### config.mk
export PLATFORM = sky130hd
export DESIGN_NAME = fec_decode_sched
export DESIGN_NICKNAME = d
export VERILOG_FILES = /design/src/rtl/fec_decode_sched.sv
export SDC_FILE = /design/constraint.sdc
export NUM_CORES = 1
export LEC_CHECK = 0
export BUFFER_PORTS_ARGS = -buffer_cell sky130_fd_sc_hd__clkbuf_2
export CORE_ASPECT_RATIO = 1.5
export CORE_MARGIN = 4
export CORE_UTILIZATION = 42
export CTS_BUF_LIST = sky130_fd_sc_hd__clkbuf_4
export CTS_CLUSTER_SIZE = 14
export DETAILED_ROUTE_END_ITERATION = 12
export GPL_TIMING_DRIVEN = 1
export PLACE_DENSITY_LB_ADDON = 0.15
export SLEW_MARGIN = 20
export SYNTH_ARGS = -nofsm -noshare
export SYNTH_HDL_FRONTEND = slang
export SYNTH_SLANG_ARGS = --single-unit
### constraint.sdc
create_clock -name clk -period 1.75 [get_ports clk]
set_input_delay 0.2625 -clock clk [delete_from_list [all_inputs] [get_ports clk]]
set_output_delay 0.2625 -clock clk [all_outputs]
set_load 0.01 [all_outputs]
### src/rtl/fec_decode_sched.sv
// Round-robin scheduler sharing one Hamming decoder among NUM_REQ lanes, one job in flight.
// Optional per-lane corrected-error counters: define FEC_ERRCNT_EN.
module fec_decode_sched #(
  parameter int unsigned NUM_REQ = 4,
  parameter int unsigned LANE_W  = 2,
  parameter int unsigned TIMEOUT = 15
) (
  input  logic                  clk,
  input  logic                  reset,
  input  logic [NUM_REQ-1:0]    req_valid,
  input  logic [8*NUM_REQ-1:0]  req_cw,
  output logic [NUM_REQ-1:0]    req_ready,
  output logic                  dec_start,
  output logic [7:0]            dec_cw,
  input  logic                  dec_done,
  input  logic [3:0]            dec_data,
  input  logic [2:0]            dec_syn,
  output logic                  out_valid,
  input  logic                  out_ready,
  output logic [3:0]            out_data,
  output logic [LANE_W-1:0]     out_lane,
  output logic                  out_corr,
  output logic                  busy,
  output logic                  timeout_err
`ifdef FEC_ERRCNT_EN
  ,
  input  logic [LANE_W-1:0]     err_sel,
  output logic [7:0]            err_cnt
`endif
);

  typedef enum logic [1:0] {S_IDLE, S_ISSUE, S_WAIT, S_OUTPUT} state_t;

  state_t              state_q, state_d;
  logic [LANE_W-1:0]   ptr_q, ptr_d;
  logic [7:0]          cw_q, cw_d;
  logic [LANE_W-1:0]   lane_q, lane_d;
  logic [3:0]          data_q, data_d;
  logic                corr_q, corr_d;
  logic [7:0]          timer_q, timer_d;
  logic                start_q, start_d;
  logic                tmo_q, tmo_d;

  logic                gnt_found;
  logic [LANE_W-1:0]   gnt_idx;
  logic [LANE_W-1:0]   cand;
  logic [7:0]          cw_sel;
  int unsigned         idx;

  // First valid lane searching upward from ptr+1, wrapping at NUM_REQ.
  always_comb begin
    gnt_found = 1'b0;
    gnt_idx   = '0;
    idx       = 0;
    cand      = '0;
    for (int unsigned off = 1; off <= NUM_REQ; off++) begin
      idx = 32'(ptr_q) + off;
      if (idx >= NUM_REQ) idx = idx - NUM_REQ;
      cand = LANE_W'(idx);
      if (!gnt_found && req_valid[cand]) begin
        gnt_found = 1'b1;
        gnt_idx   = cand;
      end
    end
  end

  always_comb begin
    cw_sel = '0;
    for (int unsigned i = 0; i < NUM_REQ; i++) begin
      if (gnt_idx == LANE_W'(i)) cw_sel = req_cw[8*i +: 8];
    end
  end

  always_comb begin
    state_d   = state_q;
    ptr_d     = ptr_q;
    cw_d      = cw_q;
    lane_d    = lane_q;
    data_d    = data_q;
    corr_d    = corr_q;
    timer_d   = timer_q;
    start_d   = 1'b0;
    tmo_d     = 1'b0;
    req_ready = '0;
    case (state_q)
      S_IDLE: begin
        if (gnt_found && !reset) begin
          req_ready = NUM_REQ'(1) << gnt_idx;
          cw_d      = cw_sel;
          lane_d    = gnt_idx;
          ptr_d     = gnt_idx;
          start_d   = 1'b1;
          state_d   = S_ISSUE;
        end
      end
      S_ISSUE: begin
        timer_d = '0;
        state_d = S_WAIT;
      end
      S_WAIT: begin
        timer_d = timer_q + 8'd1;
        if (dec_done) begin
          data_d  = dec_data;
          corr_d  = |dec_syn;
          state_d = S_OUTPUT;
        end else if (timer_q == 8'(TIMEOUT - 1)) begin
          // Exit one cycle early so the registered pulse lands TIMEOUT+1 after dec_start.
          tmo_d   = 1'b1;
          state_d = S_IDLE;
        end
      end
      S_OUTPUT: begin
        if (out_ready) state_d = S_IDLE;
      end
      default: state_d = S_IDLE;
    endcase
  end

  always_ff @(posedge clk) begin
    if (reset) begin
      state_q <= S_IDLE;
      ptr_q   <= LANE_W'(NUM_REQ - 1);
      cw_q    <= '0;
      lane_q  <= '0;
      data_q  <= '0;
      corr_q  <= 1'b0;
      timer_q <= '0;
      start_q <= 1'b0;
      tmo_q   <= 1'b0;
    end else begin
      state_q <= state_d;
      ptr_q   <= ptr_d;
      cw_q    <= cw_d;
      lane_q  <= lane_d;
      data_q  <= data_d;
      corr_q  <= corr_d;
      timer_q <= timer_d;
      start_q <= start_d;
      tmo_q   <= tmo_d;
    end
  end

  assign dec_start   = start_q;
  assign dec_cw      = cw_q;
  assign out_valid   = (state_q == S_OUTPUT);
  assign out_data    = data_q;
  assign out_lane    = lane_q;
  assign out_corr    = corr_q;
  assign busy        = (state_q != S_IDLE);
  assign timeout_err = tmo_q;

`ifdef FEC_ERRCNT_EN
  logic [7:0] cnt_q [NUM_REQ];
  logic       cnt_inc;

  assign cnt_inc = (state_q == S_WAIT) && dec_done && (|dec_syn);

  always_ff @(posedge clk) begin
    if (reset) begin
      for (int unsigned i = 0; i < NUM_REQ; i++) cnt_q[i] <= '0;
    end else begin
      for (int unsigned i = 0; i < NUM_REQ; i++) begin
        if (cnt_inc && lane_q == LANE_W'(i) && cnt_q[i] != 8'hFF)
          cnt_q[i] <= cnt_q[i] + 8'd1;
      end
    end
  end

  always_comb begin
    err_cnt = '0;
    for (int unsigned i = 0; i < NUM_REQ; i++) begin
      if (err_sel == LANE_W'(i)) err_cnt = cnt_q[i];
    end
  end
`endif

endmodule

==> impl_metrics.env <==
export IMPL_seqPwrFrac_pct=31.9
export IMPL_ys_warn_count=0
export IMPL_final_cell_mix="65 x clkbuf_2, 26 x dfxtp_1, 25 x buf_4"
export IMPL_start_util_pct=44.32
export IMPL_fin_crit_ns=1.959
export IMPL_yosys_register_bits=29
export IMPL_cts_root_buf="clkbuf_4"
export IMPL_first_iter_violations=39
export IMPL_grt_max_degree=18
export IMPL_crit_path_start_kind="flop"
export IMPL_cts_max_level=2
export IMPL_rows=26
export IMPL_finalCritPeriodShare_pct=112.0
export IMPL_share_clk_of_total_power_pct=13.3
export IMPL_fmax_mhz=510.4
export IMPL_cts_tree="done"
export IMPL_synth_largest_area_cell="dfxtp_1"
export IMPL_rsz0062_at_grt="true"
export IMPL_diodes=0
export IMPL_grtUsageMet1_pct=20.25
export IMPL_power_density_nw_per_um2=1228
export IMPL_via_per_inst=5.381
export IMPL_antenna_found_initial=0
export IMPL_n_fill_cell=308
export IMPL_setup_slack_ns=-0.2091
export IMPL_synth_area_leaders="dfxtp_1 38%, mux2i_1 5.2%, a221o_1 4.5%"
export IMPL_finalNetCount=327
export IMPL_power_switching_w=0.001122
export IMPL_cp_max_fo=5
export IMPL_worst_slew_margin_rel_pct=76.98
export IMPL_firstDrtPassIters=4
export IMPL_ios=70
export IMPL_syn_nets=227
export IMPL_p_int_w=0.001772
export IMPL_numClockSinks=29
export IMPL_setup_tns_ns=-0.7895
export IMPL_grt_overflow=0
export IMPL_dp_hpwl_mm=3.397
export IMPL_fin_worst_skew_ns=0.004444
export IMPL_syn_area_sq_um=1543
export IMPL_antenna_left=0
export IMPL_grt_first_pass_wirelength_mm=7.327
export IMPL_yosysUniqueCellTypes=45
export IMPL_syn_mean_instance_area_sq_um=8.816
export IMPL_critPathKind="flop to output port"
export IMPL_numCtsBuffers=5
export IMPL_die_area_sq_um=4727
export IMPL_core_area_sq_um=3481
export IMPL_max_cap_violations=0
export IMPL_grt_pass1_vias=1729
export IMPL_layout_cells_most_common="clkbuf_2"
export IMPL_peakVddDrop_mv=0.6919
export IMPL_holdBufCountCts=0
export IMPL_setup_violations=8
export IMPL_wl_mm=4.647
export IMPL_syn_to_final_growth_pct=52.72
export IMPL_die_h_um=82.23
export IMPL_worst_pin_slew_ns=0.3424
export IMPL_swShare_pct=38.76
export IMPL_pwr_share_comb_pct=54.9
export IMPL_drive_gt1_share_pct=50.72
export IMPL_clock_latency_ns=0.33
export IMPL_final_core_util_pct=67.69
export IMPL_vias=1711
export IMPL_clk_pin_slew_ns=0.09
export IMPL_wl_per_cell_um=14.61
export IMPL_leakagePower_nw=1.107
export IMPL_grtUsageTotal_pct=19.88
export IMPL_ys_seq_area_share_pct=37.63
export IMPL_port_buffers=69
export IMPL_finalHoldViolations=0
export IMPL_violations="negative setup slack"
export IMPL_worst_ep_arrival_time_ns=1.70
export IMPL_gp_congestion=0.7986
export IMPL_grt_busiest_layer="met2"
export IMPL_clk_path_buf_depth=2
export IMPL_cp_data_required_time_ns=1.49
export IMPL_hold_class="input port to flop"
export IMPL_critPathCaptureType="output port"
export IMPL_drv_slew=0
export IMPL_syn_inst=175
export IMPL_status="finished, violations left"
export IMPL_synth_top_cell_area_share_pct=37.63
export IMPL_grt_use_met2_pct=36.31
export IMPL_use_met3_pct=5.132
export IMPL_drc=0
export IMPL_fp_dieW_um=57.49
-- area by class of cell --
cell class | count | area (sq um) | share of cell area [%]
inverter | 18 | 75.07 | 3.186
sequential | 29 | 584.3 | 24.80
multi-input combinational | 123 | 994.7 | 42.22
timing repair buffer | 98 | 599.3 | 25.44
clock buffer | 5 | 37.54 | 1.593
tap | 42 | 52.55 | 2.230
clock inverter | 3 | 12.51 | 0.5311
-- per-stage QoR --
stage / hold slack (ns) / std cells / cell area [sq um] / worst slack [ns] / total power, W
2_1_floorplan: 0.3392 / 175 / 1550 / 0.01418 / 0.001653
3_3_place_gp: 0.4425 / 301 / 2061 / -0.1488 / 0.002134
3_5_place_dp: 0.4535 / 301 / 2061 / -0.1279 / 0.002151
4_1_cts: 0.1149 / 318 / 2251 / -0.2829 / 0.002776
5_1_grt: 0.1227 / 318 / 2356 / -0.2751 / 0.003080
6_report: 0.1382 / 318 / 2356 / -0.2091 / 0.002894
-- kinds of logic (layout without fill, tap and decap cells) --
logic type               Yosys count  in the layout  share of synthesized area, %
XOR/XNOR                           4              4                         2.271
AO/OA/AOI/OAI                     51             51                         25.06
adder cells (fa/ha/maj)            5              5                         4.055
multiplexers                       8              8                         5.191
flip-flops                        29             29                         37.63
buffers and inverters             23            124                         6.813
AND/OR/NAND/NOR                   55             55                         18.98
-- repair_timing --
action,CTS,global route
setup buffers,10,1
gates cloned,0,0
setup endpoints to repair,12,16
resized for setup,19,25
pin swaps,8,8
-- critical path: stages, from the launching register on --
cell and delay (ns):
dfxtp_2 0.33, inv_2 0.07, ha_4 0.14, inv_2 0.03
or3_4 0.41, inv_8 0.10, o311ai_4 0.11, inv_2 0.08
buf_6 0.09
-- Yosys cell counts (all sizes together) --
cell / n
ha: 5
nand2b: 2
nand2: 16
a311oi: 3
nor2: 12
and2b: 1
o311ai: 2
a21oi: 12
o22ai: 8
a21o: 1
nor2b: 4
dfxtp: 29
xor2: 4
or3b: 1
a31oi: 1
or3: 3
a31o: 1
nand4: 4
o21a: 3
o21bai: 1
or4: 1
clkbuf: 2
buf: 3
o221ai: 1
a221o: 7
inv: 18
nor4: 3
o221a: 1
o21ba: 1
o21ai: 6
a32oi: 1
and3: 1
nand3: 2
mux2i: 8
o32ai: 1
nand3b: 2
nand4b: 1
o31a: 1
nor3: 2
-- flip-flops by register name, indices dropped and copies added, names as in the netlist --
| signal | cells |
|---|---|
| dec_cw | 8 |
| timer_q | 8 |
| out_data | 4 |
| out_lane | 2 |
| ptr_q | 2 |
| state_q | 2 |
| dec_start | 1 |
| out_corr | 1 |
| timeout_err | 1 |
-- routing by layer --
layer / routed length, um / part of all wire, % / up-vias
met4: 126 / 2.7 / 0
met1: 1677 / 36 / 796
met2: 2548 / 55 / 58
met3: 293 / 6.3 / 12
met5: 0 / 0 / -
li1: - / - / 845
-- power by group through the flow --
stage	combinational [W]	clock, W	sequential [W]
after floorplan	0.000670	0	0.000984
after global routing	0.00172	0.000417	0.000941
after CTS	0.00145	0.000407	0.000915
after global placement	0.00121	0	0.000920
final	0.00159	0.000385	0.000922
after detailed placement	0.00123	0	0.000923
-- final timing paths --
path | from | endpoint | slack, ns | cells after the start
setup / recovery | state_q[0] | req_ready[1] | -0.21 | 8
setup reg to reg | timer_q[0] | state_q[1] | -0.02 | 7
hold / removal | dec_done | timeout_err | 0.14 | 2
hold reg to reg | out_data[2] | out_data[2] | 0.46 | 2
No activity file was read; power rests on OpenSTA's default activity.
